[src/rtl/legv8_pkg.sv]
// Shared defaults and state encoding for the LEGv8 pipelined register file.
package legv8_pkg;

  localparam int DATA_W_DEF   = 64;
  localparam int ADDR_W_DEF   = 5;
  localparam int ZERO_REG_DEF = 31;

  typedef enum logic {
    CLEAR = 1'b0,
    RUN   = 1'b1
  } rf_state_e;

endpackage

[src/rtl/legv8_scoreboard.sv]
// Per-register busy scoreboard: decode claims set, writeback clears, claim wins on a tie.
module legv8_scoreboard
  import legv8_pkg::*;
#(
  parameter int ADDR_W   = ADDR_W_DEF,
  parameter int NUM_RD   = 2,
  parameter int ZERO_REG = ZERO_REG_DEF
) (
  input  logic                     clock,
  input  logic                     reset,
  input  logic                     enable,
  input  logic                     wr_en,
  input  logic [ADDR_W-1:0]        wr_addr,
  input  logic                     claim_en,
  input  logic [ADDR_W-1:0]        claim_addr,
  input  logic [NUM_RD*ADDR_W-1:0] rd_addr,
  output logic [NUM_RD-1:0]        rd_busy,
  output logic [(1<<ADDR_W)-1:0]   busy_vec
);

  localparam int DEPTH = 1 << ADDR_W;
  localparam logic [ADDR_W-1:0] ZERO_ADDR = ADDR_W'(ZERO_REG);

  logic [DEPTH-1:0]                busy_q;
  logic [DEPTH-1:0]                busy_d;
  logic [NUM_RD-1:0][ADDR_W-1:0]   ra;
  logic [NUM_RD-1:0]               rd_busy_p1;

  assign ra = rd_addr;

  // Write clears first, then claim sets, so a same-address claim leaves the bit set.
  always_comb begin
    busy_d = busy_q;
    if (enable) begin
      if (wr_en && (wr_addr != ZERO_ADDR))
        busy_d[wr_addr] = 1'b0;
      if (claim_en && (claim_addr != ZERO_ADDR))
        busy_d[claim_addr] = 1'b1;
    end
  end

  // Stage p1: scoreboard state and post-update busy lookups.
  always_ff @(posedge clock) begin
    if (reset) begin
      busy_q     <= '0;
      rd_busy_p1 <= '0;
    end else begin
      busy_q <= busy_d;
      for (int i = 0; i < NUM_RD; i++)
        rd_busy_p1[i] <= enable && (ra[i] != ZERO_ADDR) && busy_d[ra[i]];
    end
  end

  assign rd_busy  = rd_busy_p1;
  assign busy_vec = busy_q;

endmodule

[src/rtl/legv8_regfile_sb.sv]
// LEGv8 register file: N registered read ports, one write port, write-first bypass,
// hardwired zero register, post-reset clear sequencer and busy scoreboard.
module legv8_regfile_sb
  import legv8_pkg::*;
#(
  parameter int DATA_W   = DATA_W_DEF,
  parameter int ADDR_W   = ADDR_W_DEF,
  parameter int NUM_RD   = 2,
  parameter int ZERO_REG = ZERO_REG_DEF
) (
  input  logic                     clock,
  input  logic                     reset,
  output logic                     ready,
  input  logic [NUM_RD*ADDR_W-1:0] rd_addr,
  output logic [NUM_RD*DATA_W-1:0] rd_data,
  output logic [NUM_RD-1:0]        rd_busy,
  input  logic                     wr_en,
  input  logic [ADDR_W-1:0]        wr_addr,
  input  logic [DATA_W-1:0]        wr_data,
  input  logic                     claim_en,
  input  logic [ADDR_W-1:0]        claim_addr,
  output logic [(1<<ADDR_W)-1:0]   busy_vec
);

  localparam int DEPTH = 1 << ADDR_W;
  localparam logic [ADDR_W-1:0] ZERO_ADDR = ADDR_W'(ZERO_REG);
  localparam logic [ADDR_W-1:0] LAST_PTR  = ADDR_W'(DEPTH - 1);
  localparam logic [ADDR_W-1:0] PTR_ONE   = ADDR_W'(1);

  rf_state_e                     state_q;
  rf_state_e                     state_d;
  logic [ADDR_W-1:0]             clr_ptr_q;
  logic [DATA_W-1:0]             mem [DEPTH];
  logic [NUM_RD-1:0][ADDR_W-1:0] ra;
  logic [NUM_RD-1:0][DATA_W-1:0] rd_data_p1;
  logic                          wr_fire;

  assign ready   = (state_q == RUN);
  assign ra      = rd_addr;
  assign wr_fire = ready && wr_en && (wr_addr != ZERO_ADDR);

  always_comb begin
    state_d = state_q;
    case (state_q)
      CLEAR:   if (clr_ptr_q == LAST_PTR) state_d = RUN;
      RUN:     state_d = RUN;
      default: state_d = CLEAR;
    endcase
  end

  always_ff @(posedge clock) begin
    if (reset) begin
      state_q   <= CLEAR;
      clr_ptr_q <= '0;
    end else begin
      state_q <= state_d;
      if (state_q == CLEAR)
        clr_ptr_q <= clr_ptr_q + PTR_ONE;
    end
  end

  // Storage has no reset; the clear sequencer zeroes one entry per cycle instead.
  always_ff @(posedge clock) begin
    if (state_q == CLEAR)
      mem[clr_ptr_q] <= '0;
    else if (!reset && wr_fire)
      mem[wr_addr] <= wr_data;
  end

  // Stage p1: registered read data with write-first bypass.
  always_ff @(posedge clock) begin
    for (int i = 0; i < NUM_RD; i++) begin
      if (reset || !ready)
        rd_data_p1[i] <= '0;
      else if (ra[i] == ZERO_ADDR)
        rd_data_p1[i] <= '0;
      else if (wr_fire && (wr_addr == ra[i]))
        rd_data_p1[i] <= wr_data;
      else
        rd_data_p1[i] <= mem[ra[i]];
    end
  end

  assign rd_data = rd_data_p1;

  legv8_scoreboard #(
    .ADDR_W   (ADDR_W),
    .NUM_RD   (NUM_RD),
    .ZERO_REG (ZERO_REG)
  ) u_scoreboard (
    .clock      (clock),
    .reset      (reset),
    .enable     (ready),
    .wr_en      (wr_en),
    .wr_addr    (wr_addr),
    .claim_en   (claim_en),
    .claim_addr (claim_addr),
    .rd_addr    (rd_addr),
    .rd_busy    (rd_busy),
    .busy_vec   (busy_vec)
  );

endmodule

[config.mk]
export PLATFORM = sky130hd
export DESIGN_NAME = legv8_regfile_sb
export DESIGN_NICKNAME = d
export VERILOG_FILES = /design/src/rtl/legv8_pkg.sv /design/src/rtl/legv8_scoreboard.sv /design/src/rtl/legv8_regfile_sb.sv
export SDC_FILE = /design/constraint.sdc
export NUM_CORES = 2
export LEC_CHECK = 0
export CORE_UTILIZATION = 65
export DETAILED_ROUTE_END_ITERATION = 12
export PLACE_DENSITY = 0.85
export SLEW_MARGIN = 5
export SYNTH_ARGS = -nofsm -noshare
export SYNTH_HDL_FRONTEND = slang
export SYNTH_SLANG_ARGS = --single-unit
export TNS_END_PERCENT = 10
[constraint.sdc]
create_clock -name clock -period 16.26 [get_ports clock]
set_input_delay 3.252 -clock clock [delete_from_list [all_inputs] [get_ports clock]]
set_output_delay 3.252 -clock clock [all_outputs]
set_load 0.05 [all_outputs]
* Word-level counts from Yosys, hierarchy flattened
Memories as Yosys holds them, arrays and structs flattened. A register that Yosys moved wholly into a read port is not among the register bits.
Index checks and enable logic that the tools add are counted.
** Storage, ports and cells
- Word-level logic and storage cells :: 61
- Memories kept :: 1
- Memory bits (writable) :: 2048
- Output and inout port bits :: 163
- Bits in registers :: 40
** Memories
- mem :: words 32, width 64, read ports 2, clocked after Yosys merged registers in 2, wr ports 1, RTL line legv8_regfile_sb.sv:33 : logic [DATA_W-1:0] mem [DEPTH];
** Operators by class
- $add $sub $neg :: 1
- $lt $le $gt $ge :: 6
- Equality and inequality tests :: 7
- Reductions and logical operators :: 17
- Bitwise logic cells :: 4
- Multiplexer cells :: 21
** Operators with widths (count)
- $mux 32 :: 4
- $mux 64 :: 1
- $reduce_or 64->1 :: 1
- $and 32x32->32 :: 1
- $not 32->32 :: 1
- $or 32x32->32 :: 1
- $lt 5x6->1 const B :: 4
- $ne 5x5->1 const B :: 4
- $eq 5x5->1 const B :: 3
- $logic_and 1x1->1 :: 11
- $bmux 1 s5 :: 2
- $demux 1 s5 :: 2
- $ge 5x1->1 const B :: 2
- $mux 1 :: 10
- $add 5x1->5 const B :: 1
- $mux 5 :: 1
- $reduce_or 2->1 :: 2
- $logic_not 1->1 :: 2
- $pmux 1 s2 :: 1
- $logic_or 1x1->1 :: 1
- $not 1->1 :: 1

* Logic depth before layout (Yosys ltp)
- Depth in word-level cells :: 14
- Mapped depth :: 11
- Gate-level depth less buffers :: 7

* Hierarchy
A second synthesis with hierarchy kept.
** Second synthesis, totals
- Cells, all modules :: 5585
- Area total of the unflattened synthesis :: 101138.2 um^2
** Modules (own cells, without submodules)
- legv8_regfile_sb :: cells each 5319, area each 99086.3 um^2, instances 1, sequential area each 64181.6 um^2
- legv8_scoreboard :: cells each 266, area each 2052.0 um^2, instances 1, sequential area each 680.7 um^2

* Worst setup path before layout
No wires, ideal clock.
- Path type :: input to register
- From :: input port reset
- To :: memory mem[24][0] (netlist name) (enable)
- Required time :: 15.773 ns
- Stages on the path :: 5
- Data arrival time :: 7.345 ns
- Path slack :: 8.428 ns
- Buffers on the path :: 0
- Path through :: nand3b_1 > a31oi_2 > mux2i_2 > or4_1 > nor2_1
** On the way
- Word-level cells in the longest chain between the ends :: 7
** RTL lines
- start, declared :: RTL line legv8_regfile_sb.sv:12 : input logic reset,
- $logic_not 1->1 * :: RTL line legv8_regfile_sb.sv:66 : else if (!reset && wr_fire)
- $logic_and 1x1->1 * :: RTL line legv8_regfile_sb.sv:66
- $mux 1 * :: RTL line legv8_regfile_sb.sv:66
- $mux 1 * :: RTL line legv8_regfile_sb.sv:64 : if (state_q == CLEAR)
- $mux 1 (implied by the code) * :: RTL line legv8_regfile_sb.sv:67 : mem[wr_addr] <= wr_data;
- $reduce_or 64->1 (no line)
- $mux 5 (no line) or $mux 1 (tied branches)
- end, declared :: RTL line legv8_regfile_sb.sv:33
Every way passes the cells marked *; elsewhere a longest branch is shown, timed or not.

* Worst setup path in the final report
- From :: input port reset
- To :: memory mem[22][43] (netlist name) (enable)
Same word-level chain as after synthesis.

==> results.json <==
{
  "status": "finished clean",
  "clockBufferDepth": 3,
  "mostFrequentLayoutCells": "edfxtp_1, mux4_2, nand2_1",
  "die_area_um2": 158000,
  "core_area_um2": 155000,
  "crit_chain": "clkdlybuf4s50_1 -> buf_4 -> nand3b_1 -> a31oi_4 -> buf_4 -> mux2i_2 -> nand3_1 -> nor2_4 -> buf_4 -> buf_4",
  "grt_max_degree": 164,
  "cts_made_buffers": 215,
  "rsz0062_at_grt": "no",
  "dp.cells": 7852,
  "synth_warnings": 0,
  "holdWs_ns": 0.512,
  "cts_max_level": 4,
  "crit_path_top_delay_cell": "buf_4",
  "path_clk_slew_ns": 0.06,
  "syn_inst": 5869,
  "worst_setup_path_start_kind": "input pin",
  "drc": 0,
  "netlist_area_um2": 102000,
  "grt_overflow": 0,
  "fp.dieH_um": 397,
  "clock_skew_ns": 0.0278,
  "final_max_slew_viol_count": 0,
  "met2_length_um": 147000,
  "critical_path_buf_inv_count": 5,
  "syn-num-nets": 5959,
  "clock_latency_ns": 0.86,
  "top_layer": "met5",
  "drive_gt1_frac": 0.256,
  "ant_nets": 0,
  "cts_resized": 0,
  "post-route-util": 0.735,
  "start_util": 0.657,
  "synth_ff_type": "edfxtp_1",
  "totalWireLength_um": 325000,
  "wl_per_cell_um": 39.3,
  "avgSynthCellArea_um2": 17.3,
  "wl_met3_um": 54600,
  "grt_pass1_wl_um": 465000,
  "hold_path.class": "reg -> reg",
  "max_cap_viol_count": 0,
  "dpl.hpwl_um": 160000,
  "hold_viol": 0,
  "fin_setup_tns_ns": 0,
  "die_w_um": 397,
  "cellPowerDensity_nw_per_um2": 109,
  "max_freq_mhz": 128,
  "crit_type": "in -> reg",
  "fin_cells": 8263,
  "vias": 66000,
  "path_common_cell": "buf_4",
  "cts_root_buf": "clkbuf_16",
  "max_stage_delay_ns": 0.89,
  "ys_seq_area_frac": 0.639,
  "peakVddDrop_mv": 0.108,
  "max_slew_margin": 0.118,
  "p_total_w": 0.0123,
  "firstDrtPassIters": 9,
  "io_pins": 251,
  "globalRouteTotalUtil": 0.416,
  "endpoint_kind": "register",
  "cts_tree": "done",
  "nNetsFinal": 6115,
  "p_leak_nw": 33.3,
  "cts.sinks": 2216,
  "yosys.cell_types.count": 72,
  "port_buffers": 250,
  "yosys.area.top_type": "edfxtp_1",
  "crit_fanout": 41,
  "synth_edf_count": 2048,
  "post-route-min-period_ns": 7.81,
  "worstPathArrival_ns": 8.27,
  "antenna_found_initial": 12,
  "synth.top_cells.by_area": "edfxtp_1, mux4_2, dfxtp_1, mux2i_1, nand2_1",
  "via_per_inst": 7.99,
  "ys_seq_elements": 2216,
  "drtIter0Drc": 11900,
  "critPathTopFamily": "buffers and inverters",
  "fin_crit_sh": 0.480,
  "ys_async_sr_fraction": 0,
  "gp_congestion": 0.895,
  "synth_top_cell_area_share": 0.606,
  "wl_met1_um": 92800,
  "layout_commonest_cell": "edfxtp_1",
  "area_delta_synth_final_pct": 11.9,
  "cts_setup_buffers": 0,
  "fp-row-count": 144,
  "setup_violations": 0,
  "grt_pass1_vias": 68200,
  "crit_required_ns": 16.72,
  "tightest_slew_ns": 1.32,
  "postCtsHoldBufs": 0,
  "fillers": 8298
}
[layout make-up]
| class | instances | area (um2) | area share |
|---|---|---|---|
| tap | 2044 | 2560 | 0.0225 |
| timing repair buffer | 394 | 3690 | 0.0325 |
| inverter | 6 | 37.5 | 0.000330 |
| clock inverter | 128 | 1500 | 0.0132 |
| multi-input combinational | 3192 | 35100 | 0.308 |
| clock buffer | 279 | 5920 | 0.0521 |
| sequential | 2216 | 64900 | 0.571 |
| antenna | 4 | 10.0 | 0.0000881 |
[worst paths after layout]
path | cells after the start | slack (ns) | endpoint | from
worst max register to register | 8 | 11.35 | mem[22][43]$_DFFE_PP_ | ready$_SDFF_PP0_
worst min-delay path | 2 | 0.51 | u_scoreboard.busy_vec[31]$_SDFF_PP0_ | u_scoreboard.busy_vec[31]$_SDFF_PP0_
worst min register to register | 2 | 0.51 | u_scoreboard.busy_vec[31]$_SDFF_PP0_ | u_scoreboard.busy_vec[31]$_SDFF_PP0_
worst max-delay path | 10 | 8.45 | mem[22][43]$_DFFE_PP_ | reset
[cell families after synthesis]
| logic type | count (synthesis) | synth area share |
|---|---|---|
| compound gates | 506 | 0.0325 |
| xor+xnor | 11 | 0.000949 |
| fa+ha+maj | 2 | 0.000246 |
| buf+inv | 461 | 0.0189 |
| flops | 2216 | 0.639 |
| mux | 1249 | 0.249 |
| simple gates | 1424 | 0.0589 |
[metal layers]
layer / up-vias / track usage
li1: 24200 / -
met1: 32300 / 0.516
met2: 7379 / 0.626
met3: 2065 / 0.125
met4: 24 / 0.310
met5: - / 0
[tightest hold or removal path, stage by stage, from the launching register on]
cell	delay, ns
dfxtp_1	0.35
inv_1	0.08
nor2_1	0.04
[state kept, by name, indices dropped and copies added (netlist names)]
register,count
clr_ptr_q,5
ready,1
rd_data,128
u_scoreboard.rd_busy,2
u_scoreboard.busy_vec,32
mem,2048
[power breakdown]
part           leakage (nW)  switching [W]  internal, W
clock                  3.64        0.00223      0.00306
combinational          12.2       0.000495     0.000309
sequential             17.5      0.0000339      0.00620
[metrics by stage]
step | instance area, um2 | setup WS, ns
2_1_floorplan | 102000 | 8.43
3_3_place_gp | 106000 | 7.99
3_5_place_dp | 106000 | 7.93
4_1_cts | 114000 | 8.78
5_1_grt | 114000 | 8.45
6_report | 114000 | 8.45
[cell usage after synthesis (6+ instances only)]
| cell | number |
|---|---|
| buf_1 | 74 |
| nand3b_1 | 11 |
| edfxtp_1 | 2048 |
| o22ai_1 | 133 |
| mux2i_1 | 223 |
| and2_1 | 65 |
| o21ai_2 | 18 |
| nor2_1 | 523 |
| nand2_1 | 580 |
| nand3_1 | 171 |
| nand4_1 | 6 |
| clkbuf_1 | 256 |
| a32oi_1 | 40 |
| dfxtp_1 | 168 |
| a21oi_1 | 11 |
| xnor2_1 | 8 |
| a22oi_1 | 90 |
| nand4b_1 | 6 |
| nand2b_1 | 6 |
| mux4_2 | 1024 |
| nor2b_1 | 28 |
| nor3_1 | 8 |
| buf_2 | 115 |
| o21ai_0 | 170 |
Power figures use the tool's default switching activity.
